### src/rtl/hazard_scoreboard_pkg.sv
// Shared types and constants for the pipeline hazard scoreboard.
// Latency: n/a (types only).
// Backpressure: n/a (types only).
// Contents: register address width, forwarding-select encodings, scoreboard entry layout.
package hazard_scoreboard_pkg;

  localparam int REG_AW = 5;

  localparam logic [1:0] FWD_NONE  = 2'b00;  // operand from register file
  localparam logic [1:0] FWD_EXMEM = 2'b01;  // operand from EX/MEM register
  localparam logic [1:0] FWD_MEMWB = 2'b10;  // operand from MEM/WB register

  // One pending instruction as seen by the scoreboard. All-zero is a bubble.
  typedef struct packed {
    logic              valid;
    logic              wb_en;
    logic              mem_read;
    logic [REG_AW-1:0] dest;
    logic [REG_AW-1:0] src1;
    logic [REG_AW-1:0] src2;
    logic              two_src;
  } sb_entry_t;

endpackage

### src/rtl/hazard_match.sv
// Compares one scoreboard entry's destination against one source register.
// Latency: combinational.
// Backpressure: none; pure compare.
// Ports: ent_valid/ent_wb_en/ent_dest describe the pending writer; src/src_used
//        describe the reader; match is high when the reader depends on the writer.
module hazard_match
  import hazard_scoreboard_pkg::*;
#(
  parameter int AW = REG_AW
) (
  input  logic          ent_valid,
  input  logic          ent_wb_en,
  input  logic [AW-1:0] ent_dest,
  input  logic [AW-1:0] src,
  input  logic          src_used,
  output logic          match
);

  // r0 is hard-wired to zero, so a write to it never creates a dependency.
  assign match = src_used && ent_valid && ent_wb_en &&
                 (ent_dest == src) && (src != '0);

endmodule

### src/rtl/hazard_scoreboard.sv
// Tracks EX/MEM/WB register writers and stalls the ID instruction on a RAW hazard.
// Latency: hazard_detected is combinational from ID inputs and registered entries.
// Backpressure: hazard_detected holds IF/ID and injects a bubble into EX; branch_taken squashes.
// Ports: clk/rst_n; id_* decoded ID instruction; branch_taken; hazard_detected;
//        stall_cnt (saturating); fwd_sel_a/fwd_sel_b only when HAZARD_FORWARDING_EN is defined.
// Build option: define HAZARD_FORWARDING_EN to stall only on load-use and drive EX forwarding selects.
module hazard_scoreboard
  import hazard_scoreboard_pkg::*;
#(
  parameter int REG_AW    = hazard_scoreboard_pkg::REG_AW,
  parameter int CNT_W     = 16,
  parameter int WB_HAZARD = 0
) (
  input  logic              clk,
  input  logic              rst_n,
  input  logic              id_valid,
  input  logic [REG_AW-1:0] id_src1,
  input  logic [REG_AW-1:0] id_src2,
  input  logic              id_two_src,
  input  logic [REG_AW-1:0] id_dest,
  input  logic              id_wb_en,
  input  logic              id_mem_read,
  input  logic              branch_taken,
  output logic              hazard_detected,
  output logic [CNT_W-1:0]  stall_cnt
`ifdef HAZARD_FORWARDING_EN
  ,
  output logic [1:0]        fwd_sel_a,
  output logic [1:0]        fwd_sel_b
`endif
);

  sb_entry_t ex_q, ex_d;
  sb_entry_t mem_q, mem_d;
  sb_entry_t wb_q, wb_d;
  logic [CNT_W-1:0] stall_cnt_q, stall_cnt_d;

  // Stage view indexed 0=ex, 1=mem, 2=wb for the comparator array.
  sb_entry_t stage [3];
  logic [2:0] src1_hit;
  logic [2:0] src2_hit;
  logic [2:0] stage_hit;
  logic       raw_hazard;

  assign stage[0] = ex_q;
  assign stage[1] = mem_q;
  assign stage[2] = wb_q;

  for (genvar s = 0; s < 3; s++) begin : g_stage
    hazard_match #(.AW(REG_AW)) u_src1 (
      .ent_valid (stage[s].valid),
      .ent_wb_en (stage[s].wb_en),
      .ent_dest  (stage[s].dest),
      .src       (id_src1),
      .src_used  (1'b1),
      .match     (src1_hit[s])
    );
    hazard_match #(.AW(REG_AW)) u_src2 (
      .ent_valid (stage[s].valid),
      .ent_wb_en (stage[s].wb_en),
      .ent_dest  (stage[s].dest),
      .src       (id_src2),
      .src_used  (id_two_src),
      .match     (src2_hit[s])
    );
  end

  assign stage_hit = src1_hit | src2_hit;

  always_comb begin
    raw_hazard = 1'b0;
`ifdef HAZARD_FORWARDING_EN
    // Everything but a load result can be forwarded, so only load-use stalls.
    raw_hazard = stage_hit[0] && ex_q.mem_read;
`else
    raw_hazard = stage_hit[0] || stage_hit[1] || ((WB_HAZARD != 0) && stage_hit[2]);
`endif
    // A squashed or empty ID slot never stalls; the branch wins over the hazard.
    hazard_detected = id_valid && !branch_taken && raw_hazard;
  end

`ifdef HAZARD_FORWARDING_EN
  logic fa_mem, fa_wb, fb_mem, fb_wb;

  hazard_match #(.AW(REG_AW)) u_fa_mem (
    .ent_valid (mem_q.valid), .ent_wb_en (mem_q.wb_en), .ent_dest (mem_q.dest),
    .src (ex_q.src1), .src_used (1'b1), .match (fa_mem)
  );
  hazard_match #(.AW(REG_AW)) u_fa_wb (
    .ent_valid (wb_q.valid), .ent_wb_en (wb_q.wb_en), .ent_dest (wb_q.dest),
    .src (ex_q.src1), .src_used (1'b1), .match (fa_wb)
  );
  hazard_match #(.AW(REG_AW)) u_fb_mem (
    .ent_valid (mem_q.valid), .ent_wb_en (mem_q.wb_en), .ent_dest (mem_q.dest),
    .src (ex_q.src2), .src_used (ex_q.two_src), .match (fb_mem)
  );
  hazard_match #(.AW(REG_AW)) u_fb_wb (
    .ent_valid (wb_q.valid), .ent_wb_en (wb_q.wb_en), .ent_dest (wb_q.dest),
    .src (ex_q.src2), .src_used (ex_q.two_src), .match (fb_wb)
  );

  // The youngest writer (mem) has priority; a load in mem has no data yet on
  // EX/MEM, so it falls through to the MEM/WB/register-file choice.
  always_comb begin
    fwd_sel_a = FWD_NONE;
    if (fa_mem && !mem_q.mem_read) begin
      fwd_sel_a = FWD_EXMEM;
    end else if (fa_wb) begin
      fwd_sel_a = FWD_MEMWB;
    end
    fwd_sel_b = FWD_NONE;
    if (fb_mem && !mem_q.mem_read) begin
      fwd_sel_b = FWD_EXMEM;
    end else if (fb_wb) begin
      fwd_sel_b = FWD_MEMWB;
    end
  end
`endif

  always_comb begin
    ex_d = '0;
    if (id_valid && !hazard_detected && !branch_taken) begin
      ex_d.valid    = 1'b1;
      ex_d.wb_en    = id_wb_en;
      ex_d.mem_read = id_mem_read;
      ex_d.dest     = id_dest;
      ex_d.src1     = id_src1;
      ex_d.src2     = id_src2;
      ex_d.two_src  = id_two_src;
    end
    mem_d = ex_q;
    wb_d  = mem_q;

    stall_cnt_d = stall_cnt_q;
    if (hazard_detected && (stall_cnt_q != '1)) begin
      stall_cnt_d = stall_cnt_q + CNT_W'(1);
    end
  end

  always_ff @(posedge clk or negedge rst_n) begin
    if (!rst_n) begin
      ex_q        <= '0;
      mem_q       <= '0;
      wb_q        <= '0;
      stall_cnt_q <= '0;
    end else begin
      ex_q        <= ex_d;
      mem_q       <= mem_d;
      wb_q        <= wb_d;
      stall_cnt_q <= stall_cnt_d;
    end
  end

  assign stall_cnt = stall_cnt_q;

  // WB only needs its writer fields; source fields ride along for uniformity.
  logic sb_unused;
  assign sb_unused = ^{wb_q, ex_q.mem_read, mem_q.mem_read, stage_hit};

endmodule

### config.mk
export PLATFORM = sky130hd
export DESIGN_NAME = hazard_scoreboard
export DESIGN_NICKNAME = d
export VERILOG_FILES = /design/src/rtl/hazard_scoreboard_pkg.sv /design/src/rtl/hazard_match.sv /design/src/rtl/hazard_scoreboard.sv
export SDC_FILE = /design/constraint.sdc
export NUM_CORES = 1
export LEC_CHECK = 0
export ABC_AREA = 0
export CAP_MARGIN = 5
export CORE_MARGIN = 2
export CORE_UTILIZATION = 34
export DETAILED_ROUTE_END_ITERATION = 10
export GPL_ROUTABILITY_DRIVEN = 0
export SYNTH_ARGS = -nofsm -noshare
export SYNTH_HDL_FRONTEND = slang
export SYNTH_SLANG_ARGS = --single-unit
export TNS_END_PERCENT = 1
### constraint.sdc
create_clock -name clk -period 2.3 [get_ports clk]
set_input_delay 0.46 -clock clk [delete_from_list [all_inputs] [get_ports clk]]
set_output_delay 0.46 -clock clk [all_outputs]
set_load 0.02 [all_outputs]
== Word level (Yosys, flattened, before mapping) ==
Cells that the tools add are included.
Operators by class
  add/sub/neg operators: 1
  multipliers: 0
  divide/modulo/power cells: 0
  order comparisons: 0
  eq/ne operators: 5
  shift operators: 0
  muxes and demuxes: 1
  bitwise operators: 1
  reductions and logical operators: 24
Operators by type and width (count)
  equality test 5 bit: 4
  logical AND 1 bit: 19
  two-way mux 19 bit: 1
  adder 16 x 1 -> 16 bit, second input constant: 1
  inequality test 16 bit, second input constant: 1
  nonzero test 5 bit: 2
  logical NOT 1 bit: 2
  OR 2 bit: 1
  logical OR 1 bit: 1
Word-level totals
  flip-flop bits (word level): 30
  latch bits: 0
  bits in writable memories: 0
  bits in read-only memories: 0
  input bits: 22
  memories kept: 0

== Longest topological paths before layout ==
Gate-level depths: netlist of run 1.
  depth after elaboration: 11
  gate-level depth with buffers: 8

== Modules after synthesis ==
A second synthesis of run 1 with hierarchy kept.
Second synthesis, totals
  cells, all modules: 140
  area total of the unflattened synthesis: 1551.5 um^2
Modules (own cells, without submodules)
  hazard_scoreboard: instances 1, cells an instance 100, area each 1271.2 um^2, sequential area each 750.7 um^2
  hazard_match: instances 4, cells an instance 10, area each 70.1 um^2, sequential area each 0.0 um^2

== Worst setup path after synthesis of run 1 ==
OpenSTA, ideal clock, no wires.
  path type: register -> register
  start: reg stall_cnt_q[7], in the netlist stall_cnt[7]
  end: reg stall_cnt_q[11], in the netlist stall_cnt[11]
  arrival time: 1.974 ns
  data required time: 2.170 ns
  path slack: 0.195 ns
  stages on the path, launching flop included: 9
  path through: dfrtp_1 and3_1 and3_1 nor4b_4 or3_1 o32ai_2 buf_6 nand4_1 xnor2_1
Between the ends
  cells in the longest elaborated chain, start to end: 2
  elaborated cells on any way between the ends: 3
  those cells by class: add/sub: 1; eq/ne: 1; reduce/logical: 1
Ends and longest elaborated chain
  start: declaration: RTL line hazard_scoreboard.sv:36  | logic [CNT_W-1:0] stall_cnt_q, stall_cnt_d;
  start signal: assignment: RTL line hazard_scoreboard.sv:150  | stall_cnt_q <= stall_cnt_d;
  parallel branches: the longest is 2 deep, another holds adder 16 x 1 -> 16 bit
Parallel ways; which one is timed is not known.
A chain may end at the register's enable or synchronous reset.

== Final worst setup path of run 1 ==
  start: in id_src2[1]
  end: out hazard_detected
Between the ends
  cells in the longest elaborated chain, start to end: 6
  elaborated cells on any way between the ends: 10
  those cells by class: eq/ne: 2; bitwise: 1; reduce/logical: 7
Ends and longest elaborated chain
  start: declaration: RTL line hazard_scoreboard.sv:18  | input logic [REG_AW-1:0] id_src2,
  equality test 5 bit: RTL line hazard_match.sv:21  | (ent_dest == src) && (src != '0);
  logical AND 1 bit: RTL line hazard_match.sv:20  | assign match = src_used && ent_valid && ent_wb_en &&
  logical AND 1 bit: RTL line hazard_match.sv:21
  OR 2 bit (*): RTL line hazard_scoreboard.sv:68  | assign stage_hit = src1_hit | src2_hit;
  logical OR 1 bit (*): RTL line hazard_scoreboard.sv:76  | raw_hazard = stage_hit[0] || stage_hit[1] || ((WB_HAZARD != 0) && stage_hit[2]);
  logical AND 1 bit (*): RTL line hazard_scoreboard.sv:79  | hazard_detected = id_valid && !branch_taken && raw_hazard;
  end: declaration: RTL line hazard_scoreboard.sv:24  | output logic hazard_detected,
Mark *: on every way between the ends. The rest lies on a longest branch, timed or not.

==> results of run 1 <==
[path summary, 6_finish.rpt]
kind                              endpoint  slack, ns    startpoint  depth (start not counted)
max                        hazard_detected      -0.07    id_src2[1]                          7
min                              mem_q[17]       0.37      ex_q[17]                          0
max reg2reg                   stall_cnt[1]       0.16  stall_cnt[7]                          7
min reg2reg                      mem_q[17]       0.37      ex_q[17]                          0
max in group asynchronous    stall_cnt[11]       1.45         rst_n                          2
min in group asynchronous         ex_q[14]       0.56         rst_n                          2
[critical path, delay by kind of cell]
family	cells	cell delay (ns)
and+or+nand+nor	2	0.66
AOI/OAI and AO/OA	3	0.53
buffers and inverters	2	0.26
[layer usage]
layer  vias to the layer above  share of wire  wire length [um]
met5                         -              0                 0
met4                         0          0.018                59
met3                         6          0.033               110
met2                        21           0.50              1670
met1                       581           0.44              1470
li1                        553              -                 -
[cells in the mapped netlist, types with 2 or more instances]
library cell / n / area (sq um)
xor2_1: 9 / 78.8
dfrtp_1: 30 / 751
nor4_1: 2 / 12.5
and2_1: 7 / 43.8
nand2b_1: 2 / 12.5
nor2_1: 7 / 26.3
o21bai_1: 2 / 15.0
nand2_1: 9 / 33.8
or4_1: 2 / 15.0
nand4_1: 8 / 50.1
xnor2_1: 26 / 228
and3_1: 4 / 25.0
nor4b_1: 2 / 17.5
nand3_1: 9 / 45.0
[final cells by class]
type | count | area share
Multi-Input combinational cell | 99 | 0.363
Sequential cell | 30 | 0.356
Timing Repair Buffer | 46 | 0.205
Clock buffer | 6 | 0.0391
Tap cell | 50 | 0.0296
Clock inverter | 2 | 0.00593
Inverter | 1 | 0.00178
[cells by family (layout without fill, tap and decap cells)]
kind of cell    Yosys count  in the layout  synth area share
compound gates            5              5            0.0298
xor+xnor                 35             35             0.208
fa+ha+maj                 1              1           0.00850
buf+inv                   2             55            0.0102
flops                    30             30             0.510
mux                       1              1           0.00765
simple gates             57             57             0.225
[placed cells by master, fill, tap and decap left out, types with 3 or more instances in the layout]
cell and count:
nand4_1 8, nor2_1 6, buf_2 3, nand3_1 9
clkbuf_8 6, xor2_1 9, dfrtp_1 30, nand2_1 9
nor4b_4 3, clkdlybuf4s50_1 26, xnor2_1 26, and3_1 4
and2_1 7, buf_4 10
[what timing repair did]
item	CTS	global route
pin swaps	8	7
setup endpoints to repair	15	1
buffers inserted	2	1
resized for setup	45	5
[registers in the layout, summed over array words and instances, names as in the netlist]
name	cells
stall_cnt	16
mem_q	7
ex_q	7
[metrics by stage]
step	setup TNS, ns	cells
after global placement	-6.88	223
after CTS	-0.0973	233
final	-0.0696	234
after floorplan	0	131
after global routing	-0.113	234
after detailed placement	-8.72	223
[report_power, final]
part           switching [mW]  total, mW  leakage (nW)  internal, mW
Combinational          0.0515      0.113         0.466        0.0619
Clock                   0.202      0.442        0.0472         0.240
Sequential             0.0111      0.550         0.411         0.539
Total                   0.265       1.11         0.924         0.841
==> flow_summary.toml, run 1 <==
[global_routing]
grt_overflow = 0
grt_antenna_before_repair = 0
grt_use_met1 = 0.185
grt_max_degree = 31
grt_util_all_layers = 0.150
met2_usage = 0.242
grt_pass1_vias = 1146
grt-busiest-layer = "met2"
grt_pass1_wl_um = 5550
grtUsageMet3 = 0.0392

[hold_path]
hp-class = "flop to flop"

[floorplan]
die_w_um = 69.8
start_util = 0.360
rows = 23
core_area_sq_um = 4090
die_h_um = 69.8
die-area_sq_um = 4870
ios = 39

[logic_synthesis]
syn_inst = 131
synth.distinct_cells = 26
yosysWarnings = 0
ys_ff_latch = 30
synth.avg_cell_area_sq_um = 11.2
async_reset_ff_frac = 1.00
yosysSeqAreaShare = 0.510
synthesis.nets = 154
ys.flop_type = "dfrtp_1"
synth_edf_count = 0
syn_area_sq_um = 1470

[routing]
ant_nets = 0
drc = 0
wl_per_cell_um = 14.2
vias_per_cell = 4.96
vias = 1161
firstDrtPassIters = 4
wirelength_um = 3320
drtIter0Drc = 73

[sta]
relSlewSlack = 0.688
final-max-slew-violation-count = 0
setup_viol = 1
worst_pin_slew_ns = 0.466
finClkSkew_ns = 0.00468
holdWs_ns = 0.372
finalHoldViolCount = 0
fmax_mhz = 422
period_share = 1.03
worst_slack_ns = -0.0696
finalCriticalPeriod_ns = 2.37
grt_setup_unrepaired = "true"

[clocking]
cts_hold_buffers = 0
clkLatencyLatePin_ns = 0.28
clock-sinks = 30
clock-root-buffer = "clkbuf_8"
htreeDepth = 2
cts.path.max_buffers = 2
cts_buffers = 5
clkTransAtPathRegs_ns = 0.06
cts_tree = "yes"

[power]
total_power_mw = 1.11
ir_worst_vdd_v = 0.000255
power.density_nw_per_um2 = 524
p_leak_nw = 0.924

[finish]
final_nets = 206
design_area_sq_um = 2110
final_util = 0.517
nFillCells = 390
drive_above_1_share = 0.201
diodes = 0
multi_input_area_sq_um = 767
regArea_sq_um = 751
synthToLayoutAreaGrowth_pct = 43.5

[outcome]
failed_checks = "negative setup slack"
status = "finished with violations"

[critical_path]
critical_path_class = "input pin to primary output"
end_kind = "primary output"
cp_slowest_cell = "or4_4"
required_ns = 1.84
critPathLaunchType = "input pin"
path_max_fanout = 2
cp_slowest_stage_delay_ns = 0.52
cp.arrival_ns = 1.91
worstPathCellList = "buf_8, or4_4, o21a_1, nor4b_4, o21bai_1, a21oi_2, buf_4"

[placement]
io_buffer_count = 37
dpl_cell_area_sq_um = 1940
dp_slack_ns = -1.01
detailed_place_hpwl_um = 2460

[run]
cap_violations = 0
(Power assumes the default switching activity.)
==> inputs of run 2 (changes only) <==
--- a/config.mk
+++ b/config.mk
@@ -6,11 +6,12 @@
 export NUM_CORES = 1
 export LEC_CHECK = 0
 export ABC_AREA = 0
-export CAP_MARGIN = 5
+export CAP_MARGIN = 25
 export CORE_MARGIN = 2
 export CORE_UTILIZATION = 34
 export DETAILED_ROUTE_END_ITERATION = 10
 export GPL_ROUTABILITY_DRIVEN = 0
+export SLEW_MARGIN = 20
 export SYNTH_ARGS = -nofsm -noshare
 export SYNTH_HDL_FRONTEND = slang
 export SYNTH_SLANG_ARGS = --single-unit
==> results of run 2 <==
Final layout, timing and power as in run 1 (identical DEF).
